`src/rtl/m_lsu_if.sv`:
```
// m_lsu_if: single-outstanding req/ack word bus toward data memory.
// The initiator drives the request side; the responder drives ack and rdata.
interface m_lsu_if;
    logic        bus_req;
    logic        bus_we;
    logic [31:0] bus_addr;
    logic [3:0]  bus_byteen;
    logic [31:0] bus_wdata;
    logic        bus_ack;
    logic [31:0] bus_rdata;

    modport master (
        output bus_req,
        output bus_we,
        output bus_addr,
        output bus_byteen,
        output bus_wdata,
        input  bus_ack,
        input  bus_rdata
    );

    modport slave (
        input  bus_req,
        input  bus_we,
        input  bus_addr,
        input  bus_byteen,
        input  bus_wdata,
        output bus_ack,
        output bus_rdata
    );
endinterface

```
`src/rtl/m_lsu.sv`:
```
// m_lsu: memory-stage load/store initiator.
// Checks alignment, runs one bus transaction per access and extends loads.
module m_lsu (
    input  logic        clk,
    input  logic        reset,
    input  logic        MemRead_M,
    input  logic        MemWrite_M,
    input  logic [31:0] MemAddr_M,
    input  logic [31:0] WDM_M,
    input  logic [1:0]  BitWidth_M,
    input  logic        LoadSign_M,
    input  logic        Hold_M,
    output logic        Stall_M,
    output logic [31:0] RD_M,
    output logic        ExcAdEL_M,
    output logic        ExcAdES_M,
    m_lsu_if.master     bus
);

    typedef enum logic [1:0] {
        S_IDLE,
        S_REQ,
        S_DONE
    } state_t;

    localparam logic [1:0] W_WORD = 2'b00;
    localparam logic [1:0] W_HALF = 2'b01;
    localparam logic [1:0] W_BYTE = 2'b10;

    state_t      state;
    logic [1:0]  lane_q;
    logic [1:0]  width_q;
    logic        sign_q;

    logic        access;
    logic        misalign;
    logic        legal;
    logic [3:0]  byteen_d;
    logic [31:0] wdata_d;
    logic [31:0] ext_d;
    logic [15:0] half_sel;
    logic [7:0]  byte_sel;

    // Access classification and address-error flags
    always_comb begin
        access   = MemRead_M | MemWrite_M;
        misalign = 1'b0;
        unique case (1'b1)
            BitWidth_M == W_WORD: misalign = |MemAddr_M[1:0];
            BitWidth_M == W_HALF: misalign = MemAddr_M[0];
            BitWidth_M == W_BYTE: misalign = 1'b0;
            default:              misalign = 1'b1;
        endcase
        legal     = access & ~misalign;
        ExcAdES_M = access & misalign & MemWrite_M;
        ExcAdEL_M = access & misalign & ~MemWrite_M;
        Stall_M   = ((state == S_IDLE) & legal) | (state == S_REQ);
    end

    // Byte enables and lane-replicated store data for the new access
    always_comb begin
        byteen_d = 4'b0000;
        wdata_d  = WDM_M;
        unique case (1'b1)
            BitWidth_M == W_HALF: begin
                byteen_d = MemAddr_M[1] ? 4'b1100 : 4'b0011;
                wdata_d  = {2{WDM_M[15:0]}};
            end
            BitWidth_M == W_BYTE: begin
                byteen_d = 4'b0001 << MemAddr_M[1:0];
                wdata_d  = {4{WDM_M[7:0]}};
            end
            default: begin
                byteen_d = 4'b1111;
                wdata_d  = WDM_M;
            end
        endcase
    end

    // Lane select and extension of the returned read word
    always_comb begin
        half_sel = lane_q[1] ? bus.bus_rdata[31:16] : bus.bus_rdata[15:0];
        byte_sel = bus.bus_rdata[7:0];
        unique case (lane_q)
            2'd1:    byte_sel = bus.bus_rdata[15:8];
            2'd2:    byte_sel = bus.bus_rdata[23:16];
            2'd3:    byte_sel = bus.bus_rdata[31:24];
            default: byte_sel = bus.bus_rdata[7:0];
        endcase
        ext_d = bus.bus_rdata;
        unique case (1'b1)
            width_q == W_HALF:
                ext_d = {{16{sign_q & half_sel[15]}}, half_sel};
            width_q == W_BYTE:
                ext_d = {{24{sign_q & byte_sel[7]}}, byte_sel};
            default:
                ext_d = bus.bus_rdata;
        endcase
    end

    // Transaction FSM with registered bus outputs and load result
    always_ff @(posedge clk or posedge reset) begin
        if (reset) begin
            state          <= S_IDLE;
            bus.bus_req    <= 1'b0;
            bus.bus_we     <= 1'b0;
            bus.bus_addr   <= 32'h0;
            bus.bus_byteen <= 4'b0000;
            bus.bus_wdata  <= 32'h0;
            lane_q         <= 2'b00;
            width_q        <= 2'b00;
            sign_q         <= 1'b0;
            RD_M           <= 32'h0;
        end else begin
            unique case (state)
                S_IDLE: begin
                    if (legal) begin
                        state          <= S_REQ;
                        bus.bus_req    <= 1'b1;
                        bus.bus_we     <= MemWrite_M;
                        bus.bus_addr   <= {MemAddr_M[31:2], 2'b00};
                        bus.bus_byteen <= byteen_d;
                        bus.bus_wdata  <= wdata_d;
                        lane_q         <= MemAddr_M[1:0];
                        width_q        <= BitWidth_M;
                        sign_q         <= LoadSign_M;
                    end
                end
                S_REQ: begin
                    if (bus.bus_ack) begin
                        state       <= S_DONE;
                        bus.bus_req <= 1'b0;
                        if (!bus.bus_we) begin
                            RD_M <= ext_d;
                        end
                    end
                end
                S_DONE: begin
                    if (!Hold_M) begin
                        state <= S_IDLE;
                    end
                end
                default: begin
                    state       <= S_IDLE;
                    bus.bus_req <= 1'b0;
                end
            endcase
        end
    end

endmodule

```
`src/flat_wrapper.sv`:
```
// flat-port wrapper written by rule: the top's interface ports become plain ports
module m_lsu_flat 
  (clk, reset, MemRead_M, MemWrite_M, MemAddr_M, WDM_M, BitWidth_M, LoadSign_M, Hold_M, Stall_M, RD_M, ExcAdEL_M, ExcAdES_M, bus_bus_req, bus_bus_we, bus_bus_addr, bus_bus_byteen, bus_bus_wdata, bus_bus_ack, bus_bus_rdata);
  m_lsu_if bus_i ();
  input  logic clk;
  input  logic reset;
  input  logic MemRead_M;
  input  logic MemWrite_M;
  input  logic [31:0] MemAddr_M;
  input  logic [31:0] WDM_M;
  input  logic [1:0] BitWidth_M;
  input  logic LoadSign_M;
  input  logic Hold_M;
  output logic Stall_M;
  output logic [31:0] RD_M;
  output logic ExcAdEL_M;
  output logic ExcAdES_M;
  output wire logic [$bits(bus_i.bus_req)-1:0] bus_bus_req;
  output wire logic [$bits(bus_i.bus_we)-1:0] bus_bus_we;
  output wire logic [$bits(bus_i.bus_addr)-1:0] bus_bus_addr;
  output wire logic [$bits(bus_i.bus_byteen)-1:0] bus_bus_byteen;
  output wire logic [$bits(bus_i.bus_wdata)-1:0] bus_bus_wdata;
  input wire logic [$bits(bus_i.bus_ack)-1:0] bus_bus_ack;
  input wire logic [$bits(bus_i.bus_rdata)-1:0] bus_bus_rdata;
  assign bus_bus_req = bus_i.bus_req;
  assign bus_bus_we = bus_i.bus_we;
  assign bus_bus_addr = bus_i.bus_addr;
  assign bus_bus_byteen = bus_i.bus_byteen;
  assign bus_bus_wdata = bus_i.bus_wdata;
  assign bus_i.bus_ack = bus_bus_ack;
  assign bus_i.bus_rdata = bus_bus_rdata;
  m_lsu u_core (.clk(clk), .reset(reset), .MemRead_M(MemRead_M), .MemWrite_M(MemWrite_M), .MemAddr_M(MemAddr_M), .WDM_M(WDM_M), .BitWidth_M(BitWidth_M), .LoadSign_M(LoadSign_M), .Hold_M(Hold_M), .Stall_M(Stall_M), .RD_M(RD_M), .ExcAdEL_M(ExcAdEL_M), .ExcAdES_M(ExcAdES_M), .bus(bus_i));
endmodule
```
`config.mk`:
```
export PLATFORM = sky130hd
export DESIGN_NAME = m_lsu_flat
export DESIGN_NICKNAME = d
export VERILOG_FILES = /design/src/rtl/m_lsu_if.sv /design/src/rtl/m_lsu.sv /design/src/flat_wrapper.sv
export SDC_FILE = /design/constraint.sdc
export NUM_CORES = 1
export LEC_CHECK = 0
export ABC_AREA = 1
export BUFFER_PORTS_ARGS = -buffer_cell sky130_fd_sc_hd__buf_2
export CORE_ASPECT_RATIO = 1.2
export CORE_MARGIN = 2
export CORE_UTILIZATION = 40
export CTS_CLUSTER_DIAMETER = 30
export DETAILED_ROUTE_END_ITERATION = 16
export GPL_ROUTABILITY_DRIVEN = 0
export PLACE_DENSITY = 0.68
export SLEW_MARGIN = 15
export SYNTH_ARGS = -nofsm -noshare
export SYNTH_HDL_FRONTEND = slang
export SYNTH_SLANG_ARGS = --single-unit
export TNS_END_PERCENT = 30
```
`constraint.sdc`:
```
create_clock -name clk -period 9.3 [get_ports clk]
set_input_delay 1.86 -clock clk [delete_from_list [all_inputs] [get_ports clk]]
set_output_delay 1.86 -clock clk [all_outputs]
set_load 0.05 [all_outputs]
```
==> impl_metrics.tcl <==
set metrics [dict create \
    status "complete, no violations" \
    n_antenna_cell 0 \
    die_w_um 110 \
    min-delay-start "u_core.bus.bus_addr[28]" \
    setup_viol 0 \
    rsz0062_at_grt "no" \
    synth_edf_count 0 \
    initial_core_util_pct 40.9 \
    synth_cell_types 25 \
    cap_violations 0 \
    fmax_ghz 0.176 \
    grt_max_degree 101 \
    synth.largest_area_cell "dfrtp_1" \
    yosys-top-cells-area "dfrtp_1 (50%), nand2_1 (20%), a21oi_1 (5.3%)" \
    first_pass_iters 6 \
    ant_nets 0 \
    dieArea_mm2 0.0144 \
    r2r_start "u_core.state[1]" \
    cts_sinks 107 \
    cts-resized-gates 0 \
    htreeDepth 3 \
    final_area_mm2 0.00671 \
    first_global_vias 4808 \
    overflow 0 \
    layout_worst_path_cycle_share_pct 61.0 \
    dp_hpwl_um 10500 \
    r2r-end "u_core.bus.bus_byteen[2]" \
    wirelength_um 14900 \
    area_delta_synth_final_pct 24.6 \
    nFillCells 1378 \
    post_cts_buffers 0 \
    cellLeakagePower_nw 3.86 \
    insertion_delay_ps 350 \
    synthesis.area_mm2 0.00539 \
    finalSetupTns_ps 0 \
    holdPathEnd "u_core.bus.bus_addr[28]" \
    clkTransAtPathRegs_ps 70 \
    vias_per_cell 4.85 \
    fin_util_pct 50.9 \
    core_mm2 0.0132 \
    min_path_cells 2 \
    post_dp_cell_area_mm2 0.00641 \
    async_flop_share_pct 100 \
    hold_class "reg2reg" \
    critPathKind "in2out" \
    drc 0 \
    synth_top_area_share_pct 49.7 \
    startpoint_type "primary input" \
    whs_ps 471 \
    p_per_area_mw_per_mm2 421 \
    ys_seq_area_share_pct 49.7 \
    drt_iter0_drc 319 \
    cts_buffers 9 \
    crit_path_max_fanout 100 \
    vias 5158 \
    synth_flop_cell "dfrtp_1" \
    yosysWarnings 0 \
    slew-limit-headroom_pct 26.5 \
    syn_area_per_cell_um2 7.57 \
    clockRootBuffer "clkbuf_16" \
    rows 46 \
    irDropWorstVdd_mv 0.314 \
    track_usage_pct 21.0 \
    finalHoldViolCount 0 \
    io_pins 210 \
    final_nets 1002 \
    reg2regPathDepth 4 \
    arrival_ps 3810 \
    grt_pass1_wl_um 23900 \
    drt-wirelength-per-cell_um 14.0 \
    cts_tree "built" \
    skew_ps 7.51 \
    drive_gt1_share_pct 26.2 \
    synthCells 711 \
    period_needed_ps 5670 \
    synth_most_common_cell "nand2_1" \
    end_kind "output pin" \
    rrSetupSlack_ps 6660 \
    die_h_um 131 \
    worst_pin_slew_ps 1100 \
    total_power_mw 2.83 \
    maxSlewViolCount 0 \
    portBuffers 207 \
    cts_hold_buf 0 \
    antenna_found_initial 0 \
    clock_path_buffers 2 \
    worstPathRequired_ps 7440 \
    synth_seq_cells 107 \
    synth_commonest_cells "nand2_1 (280), dfrtp_1 (107), a21oi_1 (57), nand3_1 (57), inv_1 (52)" \
]
## sequential cells by signal, summed over array words and instances (netlist names)
| name | cells |
|---|---|
| u_core.sign_q | 1 |
| u_core.bus.bus_addr | 30 |
| u_core.bus.bus_wdata | 32 |
| u_core.bus.bus_byteen | 4 |
| u_core.width_q | 2 |
| u_core.bus.bus_req | 1 |
| u_core.bus.bus_we | 1 |
| u_core.lane_q | 2 |
| u_core.RD_M | 32 |
| u_core.state | 2 |
## layout make-up
| type | instances | area [µm²] | share of cell area [%] |
|---|---|---|---|
| inverter | 55 | 209 | 3.11 |
| multi-input combinational | 507 | 2250 | 33.5 |
| clock buffer | 9 | 225 | 3.36 |
| timing repair buffer | 211 | 1070 | 15.9 |
| sequential | 107 | 2680 | 39.9 |
| tap | 168 | 210 | 3.13 |
| clock inverter | 7 | 76.3 | 1.14 |
## where the power goes
group          internal [mW]  switching (mW)  leakage, nW
clock network          0.211           0.179        0.148
logic                  0.362            1.26         2.38
registers              0.681           0.135         1.32
total                   1.25            1.57         3.86
## per-layer routing
metal  GRT usage, %  part of all wire, %  up-vias
li1               -                    -     2602
met2           33.0                   47      179
met5              0                    0        -
met1           28.5                   43     2358
met4           6.33                  1.9        0
met3           4.91                  7.9       19
## worst max-delay path: stages
cell	delay (ps)
buf_2	100
inv_1	70
ha_1	220
a21oi_1	170
nand2_1	160
nor2_4	150
nand2_4	540
nand2_1	230
buf_2	290
## cells by family (layout without fill, tap and decap cells)
family	after synthesis	in the layout	share of synthesized area [%]
adder cells (fa/ha/maj)	6	6	1.39
other	1	2	0.0696
AO/OA/AOI/OAI	122	122	11.8
AND/OR/NAND/NOR	377	377	28.2
flip-flops	107	107	49.7
buffers and inverters	98	282	8.78
## worst max path at each step
stage | start | end | cells past startpoint | slack (ps)
floorplan | BitWidth_M[1] | ExcAdEL_M | 6 | 4030
global placement | BitWidth_M[1] | Stall_M | 9 | 3700
detailed placement | BitWidth_M[1] | Stall_M | 9 | 3640
CTS | BitWidth_M[1] | Stall_M | 9 | 3630
global route | BitWidth_M[1] | Stall_M | 9 | 3420
finish | BitWidth_M[1] | Stall_M | 9 | 3630
## cells in the final DEF (no fill, tap or decap), types with 4 or more instances in the layout
cell type,instances
or2_0,4
buf_4,4
inv_1,51
clkbuf_16,9
o21ai_0,29
a21oi_1,57
ha_1,6
buf_2,207
nor2_1,29
o21a_1,8
nand2_1,280
dfrtp_1,107
o21ai_1,26
nand3_1,57
## through the flow
stage          instances  setup WS, ps
6_report            1064          3630
5_1_grt             1064          3420
4_1_cts             1064          3630
3_5_place_dp        1048          3640
3_3_place_gp        1048          3700
2_1_floorplan        712          4030
(Power assumes the default switching activity.)
